**src/rtl/mem_port_arb.sv**
```systemverilog
// mem_port_arb: round-robin IF/LS arbiter for one memory port with 2-stage tag pipeline; ports: IF req/flush/rsp, LS req/rsp, mem cmd/return, clk, rst_n (sync, active-low)
module mem_port_arb #(
   parameter int MEM_BYTES = 8192
) (
   input  logic        clk,
   input  logic        rst_n,
   input  logic        if_req_valid,
   input  logic [31:0] if_req_addr,
   output logic        if_req_ready,
   input  logic        if_flush,
   output logic        if_rsp_valid,
   output logic [31:0] if_rsp_data,
   output logic        if_rsp_err,
   input  logic        ls_req_valid,
   input  logic        ls_req_we,
   input  logic [31:0] ls_req_addr,
   input  logic [31:0] ls_req_wdata,
   input  logic [2:0]  ls_req_wsz,
   output logic        ls_req_ready,
   output logic        ls_rsp_valid,
   output logic [31:0] ls_rsp_data,
   output logic        ls_rsp_err,
   output logic        mem_re,
   output logic [31:0] mem_raddr,
   output logic        mem_we,
   output logic [31:0] mem_waddr,
   output logic [31:0] mem_wdata,
   output logic [2:0]  mem_wsz,
   input  logic [31:0] mem_rdata,
   input  logic        mem_hit
);
   localparam logic [2:0] ACCESS_SZ_BYTE = 3'd0;
   localparam logic [2:0] ACCESS_SZ_HALF = 3'd1;
   logic        prio_ls;
   logic        s1_v, s1_ls, s1_wr, s1_err;
   logic        s2_v, s2_ls, s2_wr, s2_err;
   logic        s2_live;
   logic [2:0]  nbytes;
   logic [32:0] end_addr;
   logic        range_err;
   assign if_req_ready = rst_n & if_req_valid & (~ls_req_valid | ~prio_ls);
   assign ls_req_ready = rst_n & ls_req_valid & (~if_req_valid | prio_ls);
   assign nbytes    = (ls_req_wsz == ACCESS_SZ_BYTE) ? 3'd1 : (ls_req_wsz == ACCESS_SZ_HALF) ? 3'd2 : 3'd4;
   assign end_addr  = {1'b0, ls_req_addr} + {30'd0, nbytes};
   assign range_err = end_addr > 33'(MEM_BYTES);
   assign mem_re    = if_req_ready | (ls_req_ready & ~ls_req_we);
   assign mem_raddr = if_req_ready ? if_req_addr : ls_req_addr;
   assign mem_we    = ls_req_ready & ls_req_we & ~range_err;
   assign mem_waddr = ls_req_addr;
   assign mem_wdata = ls_req_wdata;
   assign mem_wsz   = ls_req_wsz;
   always_ff @(posedge clk) begin
      if (!rst_n) begin
         prio_ls <= 1'b0;
         s1_v    <= 1'b0;
         s1_ls   <= 1'b0;
         s1_wr   <= 1'b0;
         s1_err  <= 1'b0;
         s2_v    <= 1'b0;
         s2_ls   <= 1'b0;
         s2_wr   <= 1'b0;
         s2_err  <= 1'b0;
      end else begin
         if (if_req_valid && ls_req_valid) prio_ls <= if_req_ready;
         s1_v   <= if_req_ready | ls_req_ready;
         s1_ls  <= ls_req_ready;
         s1_wr  <= ls_req_ready & ls_req_we;
         s1_err <= ls_req_ready & ls_req_we & range_err;
         s2_v   <= s1_v & ~(if_flush & ~s1_ls);
         s2_ls  <= s1_ls;
         s2_wr  <= s1_wr;
         s2_err <= s1_err;
      end
   end
   // flush also kills the IF response surfacing in the flush cycle itself
   assign s2_live      = rst_n & s2_v & ~(if_flush & ~s2_ls);
   assign if_rsp_valid = s2_live & ~s2_ls;
   assign if_rsp_data  = if_rsp_valid ? mem_rdata : 32'd0;
   assign if_rsp_err   = if_rsp_valid & ~mem_hit;
   assign ls_rsp_valid = s2_live & s2_ls;
   assign ls_rsp_data  = (ls_rsp_valid & ~s2_wr) ? mem_rdata : 32'd0;
   assign ls_rsp_err   = ls_rsp_valid & (s2_wr ? s2_err : ~mem_hit);
endmodule
```
**config.mk**
```make
export PLATFORM = sky130hd
export DESIGN_NAME = mem_port_arb
export DESIGN_NICKNAME = d
export VERILOG_FILES = /design/src/rtl/mem_port_arb.sv
export SDC_FILE = /design/constraint.sdc
export NUM_CORES = 1
export LEC_CHECK = 0
export ABC_AREA = 1
export CAP_MARGIN = 20
export CORE_AREA = 2 2 120 122
export DETAILED_ROUTE_END_ITERATION = 10
export DIE_AREA = 0 0 122 124
export GPL_TIMING_DRIVEN = 0
export SYNTH_ARGS = -nofsm -noshare
export SYNTH_HDL_FRONTEND = slang
export SYNTH_SLANG_ARGS = --single-unit
```
**constraint.sdc**
```tcl
create_clock -name clk -period 11 [get_ports clk]
set_clock_uncertainty 0.2 [all_clocks]
set_input_delay 3.3 -clock clk [delete_from_list [all_inputs] [get_ports clk]]
set_output_delay 3.3 -clock clk [all_outputs]
set_load 0.05 [all_outputs]
```
Word-level counts from Yosys, hierarchy flattened
Cells that the tools add are included.

cells by class
  add/subtract/negate cells = 1
  $mul = 0
  divide/modulo/power cells = 0
  magnitude comparators = 1
  equality and inequality tests = 1
  shifts and indexed selects = 0
  mux-type cells = 6
  bitwise operators = 33
  reduce and logical (&&, ||, !) cells = 2

operator list
  kind                                                                                number
  32-bit 2-to-1 mux                                                                   3
  32-bit by 3-bit adder with 33-bit output                                            1
  33-bit by 14-bit greater-than comparator with 1-bit output (second input constant)  1
  1-bit AND                                                                           18
  1-bit NOT                                                                           11
  3-bit 2-to-1 mux                                                                    2
  1-bit bitwise OR                                                                    4
  3-bit by 1-bit == test with 1-bit output (second input constant)                    1
  3-bit zero test                                                                     1
  1-bit logical AND                                                                   1
  1-bit 2-to-1 mux                                                                    1

storage, ports and cells
  register bits = 9
  latch bits = 0
  bits in writable memories = 0
  memory bits (read-only) = 0
  bits of input ports = 138
  output and inout port bits = 171
  logic and storage cells = 53
  memories = 0

Logic depth before layout (Yosys ltp)
Gate-level depths: netlist of run 1.

  depth after elaboration = 7
  mapped depth = 18
  depth with buffers taken out = 18

Least setup slack after synthesis of run 1
No wires, ideal clock.

  path kind = input to output
  start = input port rst_n
  end = output port ls_rsp_err
  arrival = 6067 ps
  setup slack = 1433 ps
  stages on the path = 3
  cell sequence = clkbuf_1 > nand2_1 > a2111oi_0

between the ends
  cells in the longest elaborated chain, start to end = 4

ends and longest elaborated chain
  what                    line  text
  start: declaration      6     input logic rst_n,
  1-bit AND (2 in a row)  76    assign s2_live = rst_n & s2_v & ~(if_flush & ~s2_ls);
  1-bit AND               80    assign ls_rsp_valid = s2_live & s2_ls;
  1-bit AND               82    assign ls_rsp_err = ls_rsp_valid & (s2_wr ? s2_err : ~mem_hit);
  end: declaration        22    output logic ls_rsp_err,

No other way between the ends.

Worst setup path in the final report of run 1
  start = input port ls_req_wsz[2]
  end = output port mem_we

between the ends
  cells in the longest elaborated chain, start to end = 7

ends and longest elaborated chain
  what                                                            line  text
  start: declaration                                              18    input logic [2:0] ls_req_wsz,
  3-bit by 1-bit == test with 1-bit output                        43    assign nbytes = (ls_req_wsz == ACCESS_SZ_BYTE) ? 3'd1 : (ls_req_wsz == ACCESS_SZ_HALF) ? 3'd2 : 3'd4;
  3-bit 2-to-1 mux                                                43
  3-bit 2-to-1 mux (*)                                            43
  32-bit by 3-bit adder with 33-bit output (*)                    44    assign end_addr = {1'b0, ls_req_addr} + {30'd0, nbytes};
  33-bit by 14-bit greater-than comparator with 1-bit output (*)  45    assign range_err = end_addr > 33'(MEM_BYTES);
  1-bit NOT (*)                                                   48    assign mem_we = ls_req_ready & ls_req_we & ~range_err;
  1-bit AND (*)                                                   48
  end: declaration                                                25    output logic mem_we,

Every way passes the cells marked *; elsewhere a longest branch is shown, timed or not.

==> summary.md, run 1 <==
| Metric | Value |
|---|---|
| Gr ovfl total | `0` |
| Slew Limit Fails | `0` |
| Largest area contributor in the netlist | `nand2_1` |
| Setup TNS | `0 ns` |
| Syn Nets | `around 800` |
| Num rows | `between 40 and 50` |
| CTS Buf Count | `3` |
| Routed WL | `~16000 µm` |
| Cell variety after synth | `27` |
| Largest net degree at the start of global routing | `11` |
| Nets | `around 1.1k` |
| CTS root buffer | `clkbuf_16` |
| WL/cell | `between 10 and 15 µm` |
| Worst slew margin | `57.90%` |
| Mux cell area share after synthesis | `0%` |
| Crit. End Element | `output pin` |
| Cell count after synthesis | `roughly 660` |
| Area occupied by registers | `between 150 and 200 µm²` |
| DRC viols | `0` |
| HP Class | `register to register` |
| Minimum clock period after layout | `between 10 and 15 ns` |
| Cell Int Power | `between 150 and 200 µW` |
| Synth Area in XOR/XNOR | `less than 1%` |
| Pre-CTS WS | `approximately 0.55 ns` |
| Post-DP HPWL | `approximately 14000 µm` |
| H-Tree Depth | `1` |
| Final setup margin | `about 0.57 ns` |
| Setup CP Type | `input pin to output pin` |
| Layout cells sized above 1 | `10.27%` |
| CTS max path bufs | `2` |
| Standby leakage power | `a little under 3 nW` |
| PD cells | `58.40 nW/µm²` |
| Clk pwr share | `17.6%` |
| Post-synth top area share | `about 24%` |
| Post-Synth Simple-Gate Area | `a little under three fifths` |
| RSZ-0062 raised after global routing | `no` |
| Main synth FF type | `dfxtp_1` |
| Vias in the first global route | `4465` |
| Core ar. | `approximately 14000 µm²` |
| Max VDD drop | `0.03190 mV` |
| Fraction of registers with async set/reset | `0%` |
| DR pass1 iterations | `4` |
| Post-CTS setup buffers | `0` |
| Vias per cell | `between 4 and 5` |
| Largest cells by area after synthesis | `nand2_1 (24%), nor2_1 (18%), buf_4 (16%), inv_1 (10%), nand3_1 (6.0%)` |
| Yosys reg bits | `9` |
| Yosys warning total | `0` |
| Clock net sink count | `9` |
| Area Growth Syn to Fin | `96.60%` |
| Area occupied by multi-input gates | `around 2100 µm²` |
| CTS tree | `yes` |
| Number of flops mapped to enable cells by yosys | `0` |
| Arrival @ worst endpoint | `slightly below 7 ns` |
| Ports | `309` |
| Most frequent cell after synthesis | `nand2_1` |
| Synthesized area | `3167 µm²` |
| Die ar. | `~15000 µm²` |
| Buffers on Ports | `275` |
| Chip height | `about 120 µm` |
| Adder-cell area share of the yosys netlist | `under 10%` |
| CTS clk-pin slew, worst paths | `around 0.04 ns` |
| Synth Area in Compound Gates | `under 10%` |
| Fmax | `95.92 MHz` |
| Syn avg cell area | `roughly 4.8 µm²` |
| Most frequent cells after synthesis | `nand2_1 (204), nor2_1 (151), inv_1 (88), buf_4 (67), nand3_1 (38)` |
| Starting Density | `between 20% and 30%` |
| Sw Share | `48.35%` |
| RePlAce Congestion | `0.9050` |
| DR iter-0 viols | `between 200 and 250` |
| Final hold violation count | `0` |
| Antenna Nets Post-Route | `0` |
| P_sw | `roughly 180 µW` |
| Max-Cap Viols | `0` |
| Post_cts resized | `0` |
| Comb pwr share | `72.9%` |
| Vias post-DR | `4744` |
| Total global routing track utilization | `roughly a fifth` |
| WP data required | `7.50 ns` |
| Seq/Total Area, Yosys | `5.689%` |
| Clock Latency Late Sink | `approximately 0.23 ns` |
| Final period util | `94.78%` |
| Filler cells | `approximately 1.5k` |
| CP startpoint kind | `input pin` |
| Sequential share of power | `9.6%` |
| # hold bufs at CTS | `0` |
| Largest family of logic cells by synthesized area | `simple AND/OR/NAND/NOR gates` |
| First-pass GRT wire length | `around 23000 µm` |
| Critical Path Fanout Max | `5` |
| Antenna violations before repair | `2` |
| # setup viols final | `0` |
| Least-Margin Pin Slew | `between 0.6 and 0.7 ns` |
| Outcome | `complete, no violations` |
| Die X | `122 µm` |
==> placed cells by master (no fill, tap or decap) <==
master / instances
nand2_4: 5
ha_1: 3
dfxtp_1: 9
nand2_1: 204
nand3_2: 1
buf_4: 67
nand3b_1: 2
diode_2: 1
nor2_1: 151
clkbuf_16: 3
fa_1: 1
nand2_2: 4
or2_2: 2
xnor2_1: 1
buf_6: 1
inv_2: 4
nor2_8: 2
nand3_1: 38
a2111oi_0: 1
nand4_1: 4
nor2_2: 5
a21oi_1: 4
inv_1: 88
and2_1: 2
nor3_1: 6
o21ai_1: 3
clkbuf_1: 14
clkdlybuf4s50_1: 275
nor2_4: 2
o21ai_0: 33
==> state kept, by name (all words and copies together), names as in the netlist <==
signal and cells:
s2_ls 1, s2_v 1, s1_wr 1, s1_v 1, s2_err 1, s1_ls 1
s2_wr 1, s1_err 1, prio_ls 1
==> layer usage <==
metal	vias up	global-route usage (%)	part of all wire, %
li1	2480	-	-
met1	2016	20.12	36
met2	223	38.16	52
met3	23	5.311	10
met4	2	4.670	1.9
met5	-	0	0.083
==> stage by stage <==
stage	instance area, µm²	utilization, %	hold WS, ns	cells	power (mW)
floorplan	3167	-	0.1905	656	0.1932
global placement	6145	44.79	0.1938	1111	0.3011
detailed placement	6145	44.79	0.1997	1111	0.3011
CTS	6223	45.36	0.2085	1115	0.3665
global route	6223	45.36	0.2418	1115	0.3844
finish	6226	45.38	0.2056	1116	0.3636
==> final timing paths <==
kind / startpoint / cells past startpoint / to / slack (ns)
worst max-delay path: ls_req_wsz[2] / 20 / mem_we / 0.57
worst min register to register: s1_err / 2 / s2_err / 0.21
worst max register to register: prio_ls / 4 / s1_err / 9.86
worst min-delay path: s1_err / 2 / s2_err / 0.21
==> logic make-up after synthesis <==
| group | after synthesis |
|---|---|
| fa+ha+maj | 4 |
| simple gates | 428 |
| buf+inv | 173 |
| xor+xnor | 1 |
| compound gates | 41 |
| flops | 9 |
==> critical path, cell delays in order <==
cell and delay [ns]:
clkdlybuf4s50_1 0.42, or2_2 0.33, nor2_1 0.10, ha_1 0.24, fa_1 0.26, nand2_1 0.07
nand2_1 0.17, nand2_1 0.15, nor2_2 0.23, nand2_1 0.08, nand2_1 0.06, nand2_1 0.11
inv_1 0.07, nand2_1 0.05, nor2_1 0.07, nand2_1 0.06, nor2_1 0.09, nand3_1 0.10
nor2_1 0.13, clkdlybuf4s50_1 0.84
==> layout make-up <==
| type | count | share of cell area [%] |
|---|---|---|
| Antenna cell | 1 | 0.04019 |
| Buffer | 81 | 9.043 |
| Clock buffer | 4 | 1.266 |
| Inverter | 92 | 5.547 |
| Multi-Input combinational cell | 474 | 33.38 |
| Sequential cell | 9 | 2.894 |
| Tap cell | 180 | 3.617 |
| Timing Repair Buffer | 275 | 44.21 |
==> power groups by stage <==
stage                     Sequential (mW)  Combinational (mW)  Clock (mW)
final                              0.0348               0.265      0.0639
after global routing               0.0349               0.282      0.0676
after CTS                          0.0348               0.267      0.0648
after detailed placement           0.0353               0.266           0
after global placement             0.0352               0.266           0
after floorplan                    0.0352               0.158           0
Note: power is estimated with default switching activity, not from simulation.
==> inputs of run 2 (changes only) <==
Settings changed: CORE_AREA 2 2 120 122 to 2 2 119 121, CTS_BUF_LIST from default to sky130_fd_sc_hd__clkbuf_4, DIE_AREA 0 0 122 124 to 0 0 121 123, PLACE_DENSITY from default to 0.66, SETUP_SLACK_MARGIN from default to 0.05.
==> run 2 against run 1 <==
  * Global-route usage grew 0.21 points
  * Final area shrank 0.82%
  * Wire length grew 0.65%
  * Via count shrank 0.72%
  * Critical path depth is the same
  * Hold slack gained 0.0029 ns
  * Final cell count is essentially flat
  * Sequential power is essentially flat
  * Fmax grew 0.21%
  * Die area shrank 1.6%
  * Critical endpoint unchanged
==> summary.md, run 2 (synthesized netlist as in run 1, its figures left out) <==
| Metric | Value |
|---|---|
| Commonest non-fill, non-tap cell in the layout | `clkdlybuf4s50_1` |
| Worst slew margin | `58.15%` |
| RePlAce Congestion | `0.9310` |
| DRC viols | `0` |
| Max VDD drop | `~0.030 mV` |
| Hold path startpoint | `s1_wr` |
| Antenna Nets Post-Route | `0` |
| Buffers on Ports | `275` |
| PD cells | `~53 nW/µm²` |
| Max-Cap Viols | `0` |
| Post-DP HPWL | `around 14000 µm` |
| CTS root buffer | `clkbuf_4` |
| Final hold violation count | `0` |
| Die X | `around 120 µm` |
| Total global routing track utilization | `roughly a fifth` |
| Antenna violations before repair | `0` |
| Die ar. | `roughly 15000 µm²` |
| Gr ovfl total | `0` |
| Minimum clock period after layout | `between 10 and 15 ns` |
| CP startpoint kind | `input pin` |
| CTS clk-pin slew, worst paths | `approximately 0.060 ns` |
| Worst hold endpoint | `s2_wr` |
| Reg-to-reg startpoint | `prio_ls` |
| Reg2reg path depth | `4` |
| HP Class | `register to register` |
| H-Tree Depth | `1` |
| Crit. End Element | `output pin` |
| Layout Cells excl Fill | `approximately 1.1k` |
| RSZ-0062 raised after global routing | `no` |
| Crit path buf inv count | `3` |
| Vias in the first global route | `roughly 4.3k` |
| Setup CP Type | `input pin to output pin` |
| Vias post-DR | `about 4.7k` |
| Core ar. | `13610 µm²` |
| Layout cells sized above 1 | `approximately 10%` |
| DR pass1 iterations | `4` |
| Standby leakage power | `roughly 2.9 nW` |
| CTS tree | `yes` |
| Setup TNS | `0 ns` |
| Outcome | `complete, no violations` |
| # placed instances | `roughly 1.1k` |
| WP data required | `~7.5 ns` |
| CTS Buf Count | `3` |
| Reg2reg end | `s1_err` |
| Crit path largest cell delay | `just over 0.8 ns` |
| Hold Crit Depth | `2` |
| Fmax | `just under 100 MHz` |
| Num rows | `between 40 and 50` |
| Final period util | `between 90% and 100%` |
| Ports | `between 300 and 400` |
| Critical path's slowest cell | `clkdlybuf4s50_1` |
| DR iter-0 viols | `approximately 200` |
| Area Growth Syn to Fin | `94.98%` |
| Number of diodes | `0` |
| Crit-path cells | `clkdlybuf4s50_1 -> or2_2 -> nor2_1 -> ha_1 -> fa_1 -> nand2_1 -> nand2_1 -> nand2_1 -> nor2_2 -> nand2_1 -> nand2_1 -> nand2_1 -> inv_1 -> nand2_1 -> nor2_1 -> nand2_1 -> nor2_1 -> nand3_1 -> nor2_1 -> clkdlybuf4s50_1` |
| Post-CTS setup buffers | `0` |
| # hold bufs at CTS | `0` |
| Largest net degree at the start of global routing | `11` |
| Post-Layout Inst Area | `roughly 6000 µm²` |
| Nets | `1078` |
| Vias per cell | `between 4 and 5` |
| Most frequent cells in the layout | `clkdlybuf4s50_1 (275), nand2_1 (204), nor2_1 (151)` |
| Clock net sink count | `9` |
| WL/cell | `about 14 µm` |
| # setup viols final | `0` |
| Arrival @ worst endpoint | `between 6 and 7 ns` |
| Critical Path Fanout Max | `5` |
| Chip height | `123 µm` |
| Flop-to-flop setup slack | `9.84 ns` |
| Placed inst area | `6145 µm²` |
| Slew Limit Fails | `0` |
| Post_cts resized | `0` |
| Worst path most repeated cell | `nand2_1` |
| Routed WL | `15710 µm` |
| Critical path's top delay family | `simple AND/OR/NAND/NOR gates` |
| First-pass GRT wire length | `~23000 µm` |
| Clock Latency Late Sink | `~0.25 ns` |
| CTS max path bufs | `2` |
| Least-Margin Pin Slew | `around 0.63 ns` |
| Starting Density | `about a quarter` |
## run 2: layer usage
| layer | global-route usage [%] | routed length (µm) | vias to the layer above | part of all wire (%) |
|---|---|---|---|---|
| met3 | 4.843 | 1507 | 16 | 9.6 |
| met5 | 0 | 0 | - | 0 |
| met4 | 4.651 | 278 | 0 | 1.8 |
| met2 | 38.27 | 8269 | 199 | 53 |
| met1 | 20.88 | 5653 | 2020 | 36 |
| li1 | - | - | 2475 | - |
## run 2: final cells by class
type | instances | area [µm²]
Multi-Input combinational cell | 474 | 2078
Clock buffer | 4 | 30.03
Fill cell | 1488 | 7437
Buffer | 81 | 563.0
Timing Repair Buffer | 275 | 2753
Sequential cell | 9 | 180.2
Tap cell | 180 | 225.2
Inverter | 92 | 345.3
## run 2: worst max-delay path by stage
stage | from | to | slack (ns) | cells past startpoint
floorplan | rst_n | ls_rsp_err | 1.43 | 3
global placement | ls_req_wsz[2] | mem_we | 0.60 | 20
detailed placement | ls_req_wsz[2] | mem_we | 0.56 | 20
CTS | ls_req_wsz[2] | mem_we | 0.56 | 20
global route | ls_req_wsz[2] | mem_we | 0.29 | 20
finish | ls_req_wsz[2] | mem_we | 0.60 | 20
## run 2: through the flow
stage / util, % / hold slack [ns] / worst slack (ns) / power, mW
2_1_floorplan: - / 0.1905 / 1.433 / 0.1932
3_3_place_gp: 45.14 / 0.1933 / 0.6044 / 0.3014
3_5_place_dp: 45.14 / 0.1954 / 0.5635 / 0.3018
4_1_cts: 45.36 / 0.2099 / 0.5587 / 0.3306
5_1_grt: 45.36 / 0.2384 / 0.2935 / 0.3454
6_report: 45.36 / 0.2084 / 0.5961 / 0.3277
## run 2: power by group
part,switching [mW],internal [mW]
sequential,0.000478,0.0341
clock,0.0108,0.0164
combinational,0.161,0.105
## run 2: worst min-delay path, cell delays in order (launching register included)
cell and delay, ns:
dfxtp_1 0.30, nand2_1 0.04, inv_1 0.04
